## src/rtl/led_pkg.sv

```systemverilog
// Shared types and constants for the LED blink output path.
package led_pkg;

  typedef enum logic [1:0] {
    IDLE = 2'd0,
    ON   = 2'd1,
    OFF  = 2'd2,
    GAP  = 2'd3
  } led_state_e;

  localparam int LED_VAL_W = 4;

  function automatic int max4(input int a, input int b, input int c, input int d);
    int m;
    m = a;
    if (b > m) m = b;
    if (c > m) m = c;
    if (d > m) m = d;
    return m;
  endfunction

endpackage

```

## src/rtl/led_blink_tx_tick_gen.sv

```systemverilog
// Prescaler: one-cycle tick every TICK_DIV enabled cycles, restartable via clear.
module tick_gen #(
  parameter int TICK_DIV = 500000
) (
  input  logic clk,
  input  logic rst_n,
  input  logic clear,
  input  logic enable,
  output logic tick
);

  localparam int W = (TICK_DIV > 1) ? $clog2(TICK_DIV) : 1;

  logic [W-1:0] cnt;

  assign tick = enable && (cnt == W'(TICK_DIV - 1));

  always_ff @(posedge clk) begin
    if (!rst_n) begin
      cnt <= '0;
    end else if (clear) begin
      cnt <= '0;
    end else if (enable) begin
      cnt <= tick ? '0 : cnt + W'(1);
    end
  end

endmodule

```

## src/rtl/led_blink_tx.sv

```systemverilog
// Blinks one LED VALUE times (one long blink for zero), then a low gap and a DONE pulse.
module led_blink_tx
  import led_pkg::*;
#(
  parameter int TICK_DIV   = 500000,
  parameter int ON_TICKS   = 1,
  parameter int OFF_TICKS  = 1,
  parameter int LONG_TICKS = 4,
  parameter int GAP_TICKS  = 4
) (
  input  logic                 clk,
  input  logic                 rst_n,
  input  logic                 start,
  input  logic [LED_VAL_W-1:0] value,
  output logic                 busy,
  output logic                 done,
  output logic                 led,
  output led_state_e           dbg_state
);

  localparam int MAX_TICKS = max4(ON_TICKS, OFF_TICKS, LONG_TICKS, GAP_TICKS);
  localparam int TCNT_W    = $clog2(MAX_TICKS) + 1;

  led_state_e           state, state_next;
  logic [LED_VAL_W-1:0] rem, rem_next, rem_dec;
  logic [TCNT_W-1:0]    tcnt, tcnt_next, phase_last;
  logic                 done_next;
  logic                 accept;
  logic                 tick;
  logic                 phase_end;

  tick_gen #(.TICK_DIV(TICK_DIV)) u_tick_gen (
    .clk    (clk),
    .rst_n  (rst_n),
    .clear  (accept),
    .enable (state != IDLE),
    .tick   (tick)
  );

  // In ON, rem is zero only when the latched value was zero, so it selects the long blink.
  always_comb begin
    phase_last = TCNT_W'(ON_TICKS - 1);
    case (state)
      ON:      phase_last = (rem == '0) ? TCNT_W'(LONG_TICKS - 1) : TCNT_W'(ON_TICKS - 1);
      OFF:     phase_last = TCNT_W'(OFF_TICKS - 1);
      GAP:     phase_last = TCNT_W'(GAP_TICKS - 1);
      default: phase_last = TCNT_W'(ON_TICKS - 1);
    endcase
  end

  assign phase_end = tick && (tcnt == phase_last);
  assign rem_dec   = (rem != '0) ? rem - LED_VAL_W'(1) : '0;

  always_comb begin
    state_next = state;
    rem_next   = rem;
    tcnt_next  = tcnt;
    done_next  = 1'b0;
    accept     = 1'b0;
    case (state)
      IDLE: begin
        if (start) begin
          accept     = 1'b1;
          rem_next   = value;
          tcnt_next  = '0;
          state_next = ON;
        end
      end
      ON: begin
        if (phase_end) begin
          rem_next   = rem_dec;
          tcnt_next  = '0;
          state_next = (rem_dec != '0) ? OFF : GAP;
        end else if (tick) begin
          tcnt_next = tcnt + TCNT_W'(1);
        end
      end
      OFF: begin
        if (phase_end) begin
          tcnt_next  = '0;
          state_next = ON;
        end else if (tick) begin
          tcnt_next = tcnt + TCNT_W'(1);
        end
      end
      GAP: begin
        if (phase_end) begin
          tcnt_next  = '0;
          state_next = IDLE;
          done_next  = 1'b1;
        end else if (tick) begin
          tcnt_next = tcnt + TCNT_W'(1);
        end
      end
      default: state_next = IDLE;
    endcase
  end

  // Outputs are registered from the next-state decode so they align with the state register.
  always_ff @(posedge clk) begin
    if (!rst_n) begin
      state <= IDLE;
      rem   <= '0;
      tcnt  <= '0;
      led   <= 1'b0;
      busy  <= 1'b0;
      done  <= 1'b0;
    end else begin
      state <= state_next;
      rem   <= rem_next;
      tcnt  <= tcnt_next;
      led   <= (state_next == ON);
      busy  <= (state_next != IDLE);
      done  <= done_next;
    end
  end

  assign dbg_state = state;

endmodule

```

## config.mk

```make
export PLATFORM = sky130hd
export DESIGN_NAME = led_blink_tx
export DESIGN_NICKNAME = d
export VERILOG_FILES = /design/src/rtl/led_pkg.sv /design/src/rtl/led_blink_tx_tick_gen.sv /design/src/rtl/led_blink_tx.sv
export SDC_FILE = /design/constraint.sdc
export NUM_CORES = 1
export LEC_CHECK = 0
export ABC_AREA = 1
export BUFFER_PORTS_ARGS = -buffer_cell sky130_fd_sc_hd__buf_4
export CORE_ASPECT_RATIO = 1.1
export CORE_MARGIN = 2
export CORE_UTILIZATION = 45
export CTS_CLUSTER_DIAMETER = 50
export DETAILED_ROUTE_END_ITERATION = 10
export PLACE_DENSITY = 0.63
export SLEW_MARGIN = 5
export SYNTH_ARGS = -nofsm -noshare
export SYNTH_HDL_FRONTEND = slang
export SYNTH_SLANG_ARGS = --single-unit
```

## constraint.sdc

```tcl
create_clock -name clk -period 2.85 [get_ports clk]
set_clock_uncertainty 0.1 [all_clocks]
set_input_delay 0.1425 -clock clk [delete_from_list [all_inputs] [get_ports clk]]
set_output_delay 0.1425 -clock clk [all_outputs]
set_load 0.01 [all_outputs]
```

== Word-level counts from Yosys, hierarchy flattened ==
Index checks and enable logic that the tools add are counted.

* Reduce and logical (&&, ||, !) cells: 14
* $add $sub $neg: 3
* Muxes and demuxes: 20
* Bitwise gates (word level): 1
* Equal/unequal tests: 9

{| class="wikitable"
|+ Operators by type and width
! kind !! count
|-
| $add A19 B1 Y19 const B || 1
|-
| $eq A19 B19 Y1 const B || 1
|-
| $mux W19 || 1
|-
| $mux W4 || 3
|-
| $mux W2 || 5
|-
| $mux W3 || 3
|-
| $pmux W2 S4 || 1
|-
| $pmux W4 S2 || 1
|-
| $reduce_bool A4 Y1 || 2
|-
| $pmux W3 S2 || 1
|-
| $reduce_bool A2 Y1 || 3
|-
| $eq A2 B1 Y1 const B || 2
|-
| $eq A2 B2 Y1 const B || 2
|-
| $logic_not A4 Y1 || 1
|-
| $mux W1 || 4
|-
| $ne A2 B2 Y1 const B || 2
|-
| $pmux W2 S2 || 1
|-
| $reduce_and A2 Y1 || 2
|-
| $sub A4 B1 Y4 const B || 1
|-
| $add A3 B1 Y3 const B || 1
|-
| $eq A3 B3 Y1 || 1
|-
| $ne A3 B1 Y1 const B || 1
|-
| $reduce_and A3 Y1 || 1
|-
| $reduce_or A3 Y1 || 1
|-
| other kinds (4) || 5
|}

* Input bits: 7
* Register bits: 31
* Output and inout bits: 5
* Word-level logic and storage cells: 54

== Depth between registers and ports, before layout ==
Gate-level depths: netlist of run 1.

* Depth in word-level cells: 8
* Mapped depth: 11
* Depth with buffers taken out: 11

== By module ==
Synthesis of run 1 repeated with hierarchy kept, for this count alone.

* Cell total of the unflattened synthesis: 271
* Area total of the unflattened synthesis: 1,756.7 um^2

{| class="wikitable"
|+ Modules (own cells, without submodules)
! module !! seq. area each (um^2) !! area an instance (um^2) !! instances !! cells an instance
|-
| tick_gen || 380.4 || 1,063.5 || 1 || 170
|-
| led_blink_tx || 240.2 || 693.2 || 1 || 101
|}

== Least setup slack after synthesis of run 1 ==
No wires, ideal clock.

* Path kind: flip-flop to flip-flop
* Start: reg u_tick_gen.cnt[0]
* End: reg busy
* Cell stages (with the launch flop): 11
* Setup time: 0.119 ns
* Slack: 1.211 ns
* Required time: 2.631 ns
* Data arrival time: 1.419 ns
* Buffers on the path: 0
* Clock period less this slack: 1.639 ns
* Cells stage by stage: dfxtp_1 > ha_1 > nand2_1 > nor2_1 > nand3_1 > nor3_4 > nand2_1 > nand2_1 > nand2_1 > o21bai_2 > nand2_1

* Word-level cells in the longest chain between the ends: 6
* Elaborated cells between the ends (all ways): 8
* Classes of those cells: eq/ne: 1; mux: 4; reduce/logical: 3

{| class="wikitable"
|+ RTL lines
! what !! RTL line !! RTL
|-
| start, declared || led_blink_tx_tick_gen.sv:14 || <nowiki>logic [W-1:0] cnt;</nowiki>
|-
| start signal, assigned || led_blink_tx_tick_gen.sv:24 || <nowiki>cnt <= tick ? '0 : cnt + W'(1);</nowiki>
|-
| $eq A19 B19 Y1 * || led_blink_tx_tick_gen.sv:16 || <nowiki>assign tick = enable && (cnt == W'(TICK_DIV - 1));</nowiki>
|-
| $logic_and A1 B1 Y1 * || led_blink_tx_tick_gen.sv:16 ||
|-
| $logic_and A1 B1 Y1 * || led_blink_tx.sv:51 || <nowiki>assign phase_end = tick && (tcnt == phase_last);</nowiki>
|-
| $mux W2 (on tied branches) || led_blink_tx.sv:87, led_blink_tx.sv:70, led_blink_tx.sv:79 ||
|-
| $pmux W2 S4 * || led_blink_tx.sv:60 || <nowiki>case (state)</nowiki>
|-
| $reduce_bool A2 Y1 * || led_blink_tx.sv:113 || <nowiki>busy <= (state_next != IDLE);</nowiki>
|-
| end signal, assigned || led_blink_tx.sv:113 ||
|-
| end, declared || led_blink_tx.sv:15 || <nowiki>output logic busy,</nowiki>
|}

Mark *: on every way between the ends. The rest lies on a longest branch, timed or not.
A chain may end at the register's enable or synchronous reset.

== Final worst setup path of run 1 ==
* Start: reg state[0], in the netlist dbg_state[0]
* End: reg u_tick_gen.cnt[12]

* Word-level cells in the longest chain between the ends: 3
* Elaborated cells between the ends (all ways): 6
* Classes of those cells: mux: 2; reduce/logical: 4

{| class="wikitable"
|+ RTL lines
! what !! RTL line !! RTL
|-
| start, declared || led_blink_tx.sv:24 || <nowiki>led_state_e state, state_next;</nowiki>
|-
| start signal, assigned || led_blink_tx.sv:109 || <nowiki>state <= state_next;</nowiki>
|-
| $logic_not A2 Y1 / $reduce_bool A2 Y1 (equally long branches) || led_blink_tx.sv:60, led_blink_tx.sv:36 ||
|-
| $mux W1 / $logic_and A1 B1 Y1 (equally long branches) || led_blink_tx.sv:60, led_blink_tx_tick_gen.sv:16 ||
|-
| $reduce_or A2 Y1 (no line) / $mux W19 (equally long branches) || -- ||
|}

Several ways; a longest one is shown, not always the timed one.

==> results of run 1 <==
[layout by cell type, fill, tap and decap left out, drive strengths merged, types with 2 or more instances in the layout]
master	instances
xnor2	2
nor2	34
nand4	2
ha	2
dfxtp	31
nand3	20
xor2	3
nor3b	2
nor3	10
clkbuf	6
a21oi	22
nand2	53
inv	31
buf	11
o21ai	16
[metal layers]
metal	track usage	wire length, um
met5	0	0
met2	0.346	1770
met3	0.0460	147
met1	0.222	1560
met4	0.0745	58
[path summary, 6_finish.rpt]
path,end,cells past startpoint,slack (ps)
worst min-delay path,dbg_state[1]$_SDFF_PN0_,3,40
worst max-delay path,u_tick_gen.cnt[12]$_SDFFE_PP0N_,8,940
worst min register to register,u_tick_gen.cnt[17]$_SDFFE_PP0N_,2,360
worst max register to register,u_tick_gen.cnt[12]$_SDFFE_PP0N_,8,940
[state kept, by name, indices dropped and copies added, names as in the netlist]
| name | flops |
|---|---|
| u_tick_gen.cnt | 19 |
| rem | 4 |
| tcnt | 3 |
| dbg_state | 2 |
| busy | 1 |
| done | 1 |
| led | 1 |
[report_power, final]
part	internal (mW)	total, mW	switching, mW
registers	0.447	0.462	0.0144
clock network	0.256	0.413	0.157
logic	0.0436	0.119	0.0757
total	0.747	0.993	0.247
[per-stage QoR]
step / instances / cell area, um^2 / hold WS, ps / util
global placement: 295 / 1780 / 329 / 0.495
detailed placement: 295 / 1780 / 338 / 0.495
CTS: 302 / 1880 / 36.9 / 0.524
global route: 302 / 1880 / 52.5 / 0.524
finish: 302 / 1880 / 40.8 / 0.524
floorplan: 236 / 1660 / 159 / -
[final cells by class]
cell class	instances	area share
tap	50	0.0332
clock inverter	1	0.0159
inverter	31	0.0618
timing repair buffer	11	0.0438
multi-input combinational	172	0.477
clock buffer	6	0.0385
sequential	31	0.329
[worst min-delay path: stages]
cell	delay, ps
buf_4	130
nand2_1	80
inv_1	50
[cell families (layout without fill, tap and decap cells)]
family | Yosys count | in the layout | share of synthesized area
fa+ha+maj | 2 | 2 | 0.0151
buf+inv | 33 | 49 | 0.0816
simple gates | 124 | 124 | 0.366
xor+xnor | 5 | 5 | 0.0265
flops | 31 | 31 | 0.375
compound gates | 41 | 41 | 0.136
==> results.json, run 1 <==
{
  "outcome": "finished, final reports clean",
  "clkTransAtPathRegs_ps": 70,
  "grt_start_max_net_pins": 12,
  "cts_tree": "yes",
  "route.detailed.drc": 0,
  "fin_ws_ps": 944,
  "cts_buffers": 5,
  "hold_path.class": "input pin to flip-flop",
  "grt_pass1_wl_um": 5980,
  "pre_cts_ws_ps": 942,
  "nFillCells": 389,
  "yosys_warnings": 0,
  "crit_type": "flip-flop to flip-flop",
  "path_cells": "nor2_4, nand2_4, inv_2, nor2_1, inv_2, nor2_4, inv_1, nor3_1",
  "crit_required_ps": 2950,
  "core_mm2": 0.00360,
  "total_power_mw": 0.993,
  "power-per-cell-area_mw_per_mm2": 527,
  "ys_seq_elements": 31,
  "io_pins": 12,
  "drv_slew": 0,
  "drt-initial-drc-count": 104,
  "rsz0062_at_grt": "false",
  "clk_latency_ps": 280,
  "cts_hold_buffers": 0,
  "postSynth.asyncResetShare": 0,
  "crit_start": "dbg_state[0]$_SDFF_PN0_",
  "ys_seq_area_frac": 0.375,
  "avgSynthCellArea_um2": 7.01,
  "ys.flop_type": "dfxtp_1",
  "critPathBufInv": 3,
  "synthCells": 236,
  "finalCritPeriodShare": 0.669,
  "drive_gt1_frac": 0.151,
  "multi_input_area_um2": 900,
  "synth_top_area_cell": "dfxtp_1",
  "crit_fanout": 11,
  "start_util": 0.460,
  "irDropWorstVdd_mv": 0.307,
  "synth_edf_count": 0,
  "slew-limit-headroom": 0.714,
  "critPathMaxStageDelay_ps": 530,
  "dp_hpwl_um": 2750,
  "finalNetCount": 261,
  "syn_nets": 245,
  "syn_to_final_growth_pct": 13.8,
  "synthDistinctLibCells": 32,
  "viasPerCell": 5.13,
  "cts_setup_buffers": 0,
  "die_w_um": 61.8,
  "setup_violations": 0,
  "r2r_start": "dbg_state[0]$_SDFF_PN0_",
  "cts_root_buf": "clkbuf_8",
  "fin_crit_ps": 1910,
  "slowest_stage": "dfxtp_1",
  "synth_top_area_frac": 0.375,
  "start_kind": "flip-flop",
  "cp-end-kind": "flip-flop",
  "synth_area_mm2": 0.00166,
  "die_h_um": 67.6,
  "antenna_cells": 0,
  "synth_area_leaders": "dfxtp_1, nand2_1, nor2_1, a21oi_1, inv_1",
  "tightest_slew_ps": 428,
  "die_area_mm2": 0.00418,
  "ff_latch_area_um2": 621,
  "antenna_left": 0,
  "cp_top_family": "simple AND/OR/NAND/NOR gates",
  "gp_congestion": 0.848,
  "grt_pass1_vias": 1416,
  "post_cts_resized": 0,
  "track_usage": 0.196,
  "yosysMostFrequentCell": "nand2_1",
  "final_hold_viol_count": 0,
  "htreeDepth": 2,
  "portBuffers": 11,
  "clockBufferDepth": 2,
  "clkSinkCount": 31,
  "num_vias": 1549,
  "wirelength_um": 3540,
  "fmax_mhz": 525,
  "maxCapViolations": 0,
  "num_rows": 23,
  "hold_start": "rst_n",
  "wl_per_cell_um": 11.7,
  "finalSetupTns_ps": 0,
  "grt_overflow": 0,
  "worstPathArrival_ps": 2010,
  "antenna_found_initial": 0,
  "firstDrtPassIters": 5,
  "yosys-top-cells-count": "nand2_1, dfxtp_1, nor2_1",
  "power_leakage_nw": 0.747
}
No activity file was read; power rests on OpenSTA's default activity.
==> inputs of run 2 (changes only) <==
- ABC_AREA: 1 -> 0
- clock period: 2.85 -> 1.8 ns (I/O delays scaled with it)
==> results.json, run 2 <==
{
  "placed_area_mm2": 0.00211,
  "hold_ws_ps": 43.5,
  "antenna_found_initial": 0,
  "synth-compound-area-share": 0.133,
  "synth_top_area_cell": "dfxtp_1",
  "wl_per_cell_um": 14.6,
  "clkSinkCount": 31,
  "antenna_cells": 0,
  "violations": "negative setup slack",
  "clk_latency_ps": 280,
  "hold_path.class": "input pin to flip-flop",
  "final_common_cell": "buf_4",
  "finalCritPeriodShare": 1.08,
  "ff2ff_path_depth": 6,
  "die_w_um": 61.9,
  "io_pins": 12,
  "drt-initial-drc-count": 101,
  "largest_registers": "u_tick_gen.cnt: 19 flops, rem: 4 flops, tcnt: 3 flops",
  "die_h_um": 67.7,
  "slowest_stage": "or3_4",
  "crit_start": "u_tick_gen.cnt[1]$_SDFFE_PP0N_",
  "firstDrtPassIters": 4,
  "finalNetCount": 260,
  "total_power_mw": 1.52,
  "ys_seq_area_frac": 0.374,
  "drive_gt1_frac": 0.432,
  "fin_crit_ps": 1950,
  "mostFrequentLayoutCells": "buf_4, dfxtp_1, nor2_1",
  "cts_buffers": 5,
  "setup_violations": 27,
  "htreeDepth": 2,
  "cp-end-kind": "flip-flop",
  "synthDistinctLibCells": 53,
  "ff2ff_setup_slack_ps": -150,
  "crit_fanout": 8,
  "fmax_mhz": 513,
  "cp-endpoint": "dbg_state[0]$_SDFF_PN0_",
  "fin_ws_ps": -150,
  "viasPerCell": 5.27,
  "core_mm2": 0.00360,
  "cts_hold_buffers": 0,
  "slew-limit-headroom": 0.758,
  "synth_edf_count": 0,
  "critPathMaxStageDelay_ps": 430,
  "drv_slew": 0,
  "num_rows": 23,
  "yosys_warnings": 0,
  "worstPathArrival_ps": 2020,
  "yosysMostFrequentCell": "dfxtp_1",
  "num_vias": 1582,
  "synthCells": 188,
  "power_leakage_nw": 0.974,
  "postSynth.asyncResetShare": 0,
  "cts_root_buf": "clkbuf_8",
  "dp_hpwl_um": 3040,
  "grt_pass1_wl_um": 7160,
  "start_util": 0.462,
  "grt_overflow": 0,
  "synth_mux_area_frac": 0.0181,
  "r2r-end": "dbg_state[0]$_SDFF_PN0_",
  "track_usage": 0.235,
  "route.detailed.drc": 0,
  "power-per-cell-area_mw_per_mm2": 639,
  "yosys.area_share.simple": 0.336,
  "synth_fa_ha_area_frac": 0.0151,
  "largest-register": "u_tick_gen.cnt",
  "crit_type": "flip-flop to flip-flop",
  "maxCapViolations": 0,
  "gp_congestion": 0.869,
  "tightest_slew_ps": 359,
  "ys_seq_elements": 31,
  "finalSetupTns_ps": -1970,
  "design_area_mm2": 0.00238,
  "wirelength_um": 4380,
  "grt_start_max_net_pins": 19,
  "cts_tree": "yes",
  "synth_area_leaders": "dfxtp_1, xnor2_1, nor2_1, nand2_1, xor2_1",
  "outcome": "complete, but fails checks",
  "path_cells": "ha_4, o2111a_2, nand2_4, or3_4, o31a_2, o31a_1",
  "die_area_mm2": 0.00419,
  "synth_top_area_frac": 0.374,
  "clockBufferDepth": 2,
  "ys.flop_type": "dfxtp_1",
  "r2r_start": "u_tick_gen.cnt[1]$_SDFFE_PP0N_",
  "grt_pass1_vias": 1605,
  "antenna_left": 0,
  "irDropWorstVdd_mv": 0.447,
  "synth_area_mm2": 0.00166,
  "crit_required_ps": 1870,
  "start_kind": "flip-flop",
  "clkTransAtPathRegs_ps": 60,
  "syn_nets": 197,
  "avgSynthCellArea_um2": 8.83,
  "synth-xor-area-share": 0.0897,
  "rsz0062_at_grt": "true",
  "largest_reg_flops": 19,
  "yosys-top-cells-count": "dfxtp_1, nor2_1, nand2_1",
  "syn_to_final_growth_pct": 43.4,
  "synth_top_family_by_area": "simple AND/OR/NAND/NOR gates",
  "final_util": 0.662,
  "final_hold_viol_count": 0,
  "portBuffers": 11
}
run 2: stage by stage:
step,cells,setup slack [ps]
2_1_floorplan,188,-58.2
3_3_place_gp,280,-98.4
3_5_place_dp,280,-137
4_1_cts,294,-118
5_1_grt,300,-207
6_report,300,-150
run 2: metal layers:
| layer | GRT usage | wire length, um | up-vias |
|---|---|---|---|
| met1 | 0.264 | 1760 | 744 |
| li1 | - | - | 803 |
| met3 | 0.0575 | 132 | 8 |
| met2 | 0.411 | 2400 | 27 |
| met4 | 0.104 | 87 | 0 |
| met5 | 0 | 0 | - |
run 2: logic make-up (layout without fill, tap and decap cells):
group / after synthesis / after routing
DFF: 31 / 31
buffers and inverters: 10 / 72
AOI/OAI and AO/OA: 29 / 29
muxes: 3 / 3
adders and majority gates: 2 / 2
xor gates and xnor gates: 17 / 17
and+or+nand+nor: 96 / 96
run 2: area by class of cell:
type,instances,area [um^2]
fill,285,1220
multi-input combinational,147,1090
sequential,31,631
timing repair buffer,65,522
clock buffer,6,72.6
tap,50,62.6
inverter,1,3.75
run 2: worst min-delay path by stage:
stage	startpoint	to	cells past startpoint
floorplan	start	u_tick_gen.cnt[1]$_SDFFE_PP0N_	2
global placement	value[3]	rem[3]$_SDFFE_PN0P_	3
detailed placement	value[3]	rem[3]$_SDFFE_PN0P_	3
CTS	value[3]	rem[3]$_SDFFE_PN0P_	3
global route	value[3]	rem[3]$_SDFFE_PN0P_	3
finish	start	u_tick_gen.cnt[1]$_SDFFE_PP0N_	3
run 2: power by group:
group / internal [mW] / switching (mW)
combinational: 0.157 / 0.145
sequential: 0.708 / 0.0203
clock: 0.257 / 0.233
run 2: repair_timing:
action	in CTS	in global routing
buffers inserted	9	5
setup endpoints to repair	10	29
pin swaps	6	13
gates cloned	0	1
resized for setup	7	11
run 2: critical path, delay by kind of cell (launching register included):
kind            cells  cell delay, ps
simple gates        2             490
flops               1             350
compound gates      3             770
fa+ha+maj           1             140
==> inputs of run 3 (changes only) <==
- CORE_MARGIN: 2 -> 4
- SYNTH_HIERARCHICAL: default -> 1
==> results.json, run 3 <==
{
  "portBuffers": 11,
  "num_vias": 1638,
  "clockBufferDepth": 2,
  "internal_power_mw": 1.14,
  "synth-compound-area-share": 0.156,
  "synth_top_family_by_area": "simple AND/OR/NAND/NOR gates",
  "pre_cts_ws_ps": -712,
  "grt_pass1_wl_um": 7040,
  "finalNetCount": 260,
  "largest-register": "u_tick_gen/cnt",
  "synth_mux_area_frac": 0.0241,
  "synth-xor-area-share": 0.0633,
  "fin_crit_ps": 2340,
  "hold_start": "value[0]",
  "antenna_found_initial": 0,
  "finalCritPeriodShare": 1.30,
  "synth_top_area_cell": "dfxtp_1",
  "largest_registers": "u_tick_gen/cnt: 19 flops, rem: 4 flops, tcnt: 3 flops",
  "ff_latch_area_um2": 634,
  "gr-usage-met1": 0.206,
  "nFillCells": 281,
  "hold_ws_ps": 26.0,
  "finalSetupTns_ps": -3760,
  "clkSinkCount": 31,
  "instances_no_fill": 300,
  "r2r_start": "u_tick_gen/cnt[7]$_SDFFE_PP0P_",
  "p_comb_frac": 0.293,
  "irDropWorstVdd_mv": 0.390,
  "multi_input_area_mm2": 0.00112,
  "wirelength_um": 4210,
  "drive_gt1_frac": 0.381,
  "p_switching_mw": 0.528,
  "outcome": "complete, but fails checks",
  "cts_tree": "yes",
  "critPathMaxStageDelay_ps": 370,
  "placed_area_mm2": 0.00209,
  "slew-limit-headroom": 0.783,
  "yosysMostFrequentCell": "dfxtp_1",
  "final_util": 0.681,
  "power_leakage_nw": 0.926,
  "grt_start_max_net_pins": 17,
  "cp-end-kind": "flip-flop",
  "route.detailed.drc": 0,
  "crit_required_ps": 1940,
  "grt_busiest_layer": "met2",
  "track_usage": 0.191,
  "fmax_mhz": 427,
  "clk_latency_ps": 340,
  "crit_type": "flip-flop to flip-flop",
  "firstDrtPassIters": 5,
  "design_area_mm2": 0.00234,
  "final_hold_viol_count": 0,
  "synth_top_area_frac": 0.373,
  "p_clk_frac": 0.239,
  "yosys_warnings": 6,
  "synth_edf_count": 0,
  "die_area_mm2": 0.00473,
  "drv_slew": 0,
  "maxCapViolations": 0,
  "swShare": 0.317,
  "use_met2": 0.353,
  "synth_fa_ha_area_frac": 0.0151,
  "core_mm2": 0.00344,
  "violations": "negative setup slack",
  "wl_per_cell_um": 14.0,
  "power-per-cell-area_mw_per_mm2": 711,
  "largest_reg_flops": 19,
  "synth_area_mm2": 0.00166,
  "dp_hpwl_um": 3140,
  "viasPerCell": 5.46,
  "htreeDepth": 2,
  "crit_fanout": 4,
  "ys_seq_elements": 31,
  "mostFrequentLayoutCells": "buf_4, dfxtp_1, nand2_1",
  "synthDistinctLibCells": 45,
  "start_util": 0.483,
  "synthCells": 194,
  "synth_area_leaders": "dfxtp_1, nand2_1, nor2_1, a21oi_1, nand4_1",
  "setup_violations": 11,
  "gp_congestion": 0.845,
  "drt-initial-drc-count": 85,
  "slowest_stage": "nor4bb_4",
  "ys.flop_type": "dfxtp_1",
  "use_met3": 0.0470,
  "postSynth.asyncResetShare": 0,
  "syn_nets": 203,
  "antenna_left": 0,
  "num_rows": 22,
  "cts_buffers": 5,
  "path_cells": "nor4_4, nand2_2, nor4bb_4, nor4b_4, mux2i_2, a211oi_4, o311ai_1, o211a_1",
  "total_power_mw": 1.67,
  "hold_path.class": "input pin to flip-flop",
  "rsz0062_at_grt": "true",
  "fin_ws_ps": -539,
  "final_common_cell": "buf_4",
  "cts_root_buf": "clkbuf_4",
  "worstPathArrival_ps": 2470,
  "grt_overflow": 0,
  "syn_to_final_growth_pct": 41.0,
  "clkTransAtPathRegs_ps": 100,
  "start_kind": "flip-flop",
  "yosys-top-cells-count": "dfxtp_1, nand2_1, nor2_1",
  "yosys.area_share.simple": 0.338,
  "grt_pass1_vias": 1575,
  "seqPwrFrac": 0.468,
  "tightest_slew_ps": 322,
  "ys_seq_area_frac": 0.373,
  "antenna_cells": 0,
  "die_h_um": 71.7,
  "place_inst": 284,
  "avgSynthCellArea_um2": 8.56,
  "io_pins": 12,
  "crit_start": "u_tick_gen/cnt[7]$_SDFFE_PP0P_",
  "die_w_um": 65.9
}
-- run 3: cell types whose count changed in the layout (fill, tap and decap cells not counted), moves of 5 or more --
cell      delta
xnor2_1      -5
buf_4       -17
buf_6        +5
nand4_1      +5
clkbuf_8     -5
a21oi_1      +9
clkbuf_4     +5
-- run 3: power groups by stage --
stage	logic, mW	clock network (mW)	registers, mW
5_1_grt	0.536	0.437	0.787
4_1_cts	0.465	0.413	0.779
6_report	0.488	0.398	0.780
2_1_floorplan	0.260	0	0.801
3_5_place_dp	0.445	0	0.788
3_3_place_gp	0.431	0	0.786
-- run 3: logic make-up after synthesis --
kind of cell	count (synthesis)
and+or+nand+nor	95
adders and majority gates	2
AOI/OAI and AO/OA	39
DFF	31
muxes	4
buffers and inverters	11
xor gates and xnor gates	12
-- run 3: layout make-up --
class	count	share of cell area
Multi-Input combinational cell	152	0.478
Timing Repair Buffer	56	0.196
Inverter	5	0.00801
Sequential cell	31	0.271
Clock inverter	1	0.00214
Tap cell	48	0.0256
Clock buffer	7	0.0192
-- run 3: layer usage --
layer,up-vias,part of all wire
li1,819,-
met1,782,0.39
met2,26,0.56
met3,11,0.032
met4,0,0.018
met5,-,0
-- run 3: worst max-delay path, delay by kind of cell, from the launching register on --
family,cells,cell delay (ps)
AND/OR/NAND/NOR,4,1080
flip-flops,1,350
AO/OA/AOI/OAI,3,560
multiplexers,1,150
-- run 3: worst paths after layout --
| check | end | slack [ps] | cells after the start |
|---|---|---|---|
| worst max-delay path | rem[0]$_SDFFE_PN0P_ | -540 | 8 |
| worst min-delay path | rem[0]$_SDFFE_PN0P_ | 30 | 4 |
| worst max register to register | rem[0]$_SDFFE_PN0P_ | -540 | 8 |
| worst min register to register | u_tick_gen/cnt[18]$_SDFFE_PP0P_ | 420 | 2 |
-- run 3: timing repair --
item                                    CTS  global route
resized for setup                        19            20
endpoints found under the setup margin   15            28
pin swaps                                 7            13
endpoints found under the hold margin     7             0
gates cloned                              0             0
buffers inserted                          1             4
hold buffers                              4             0
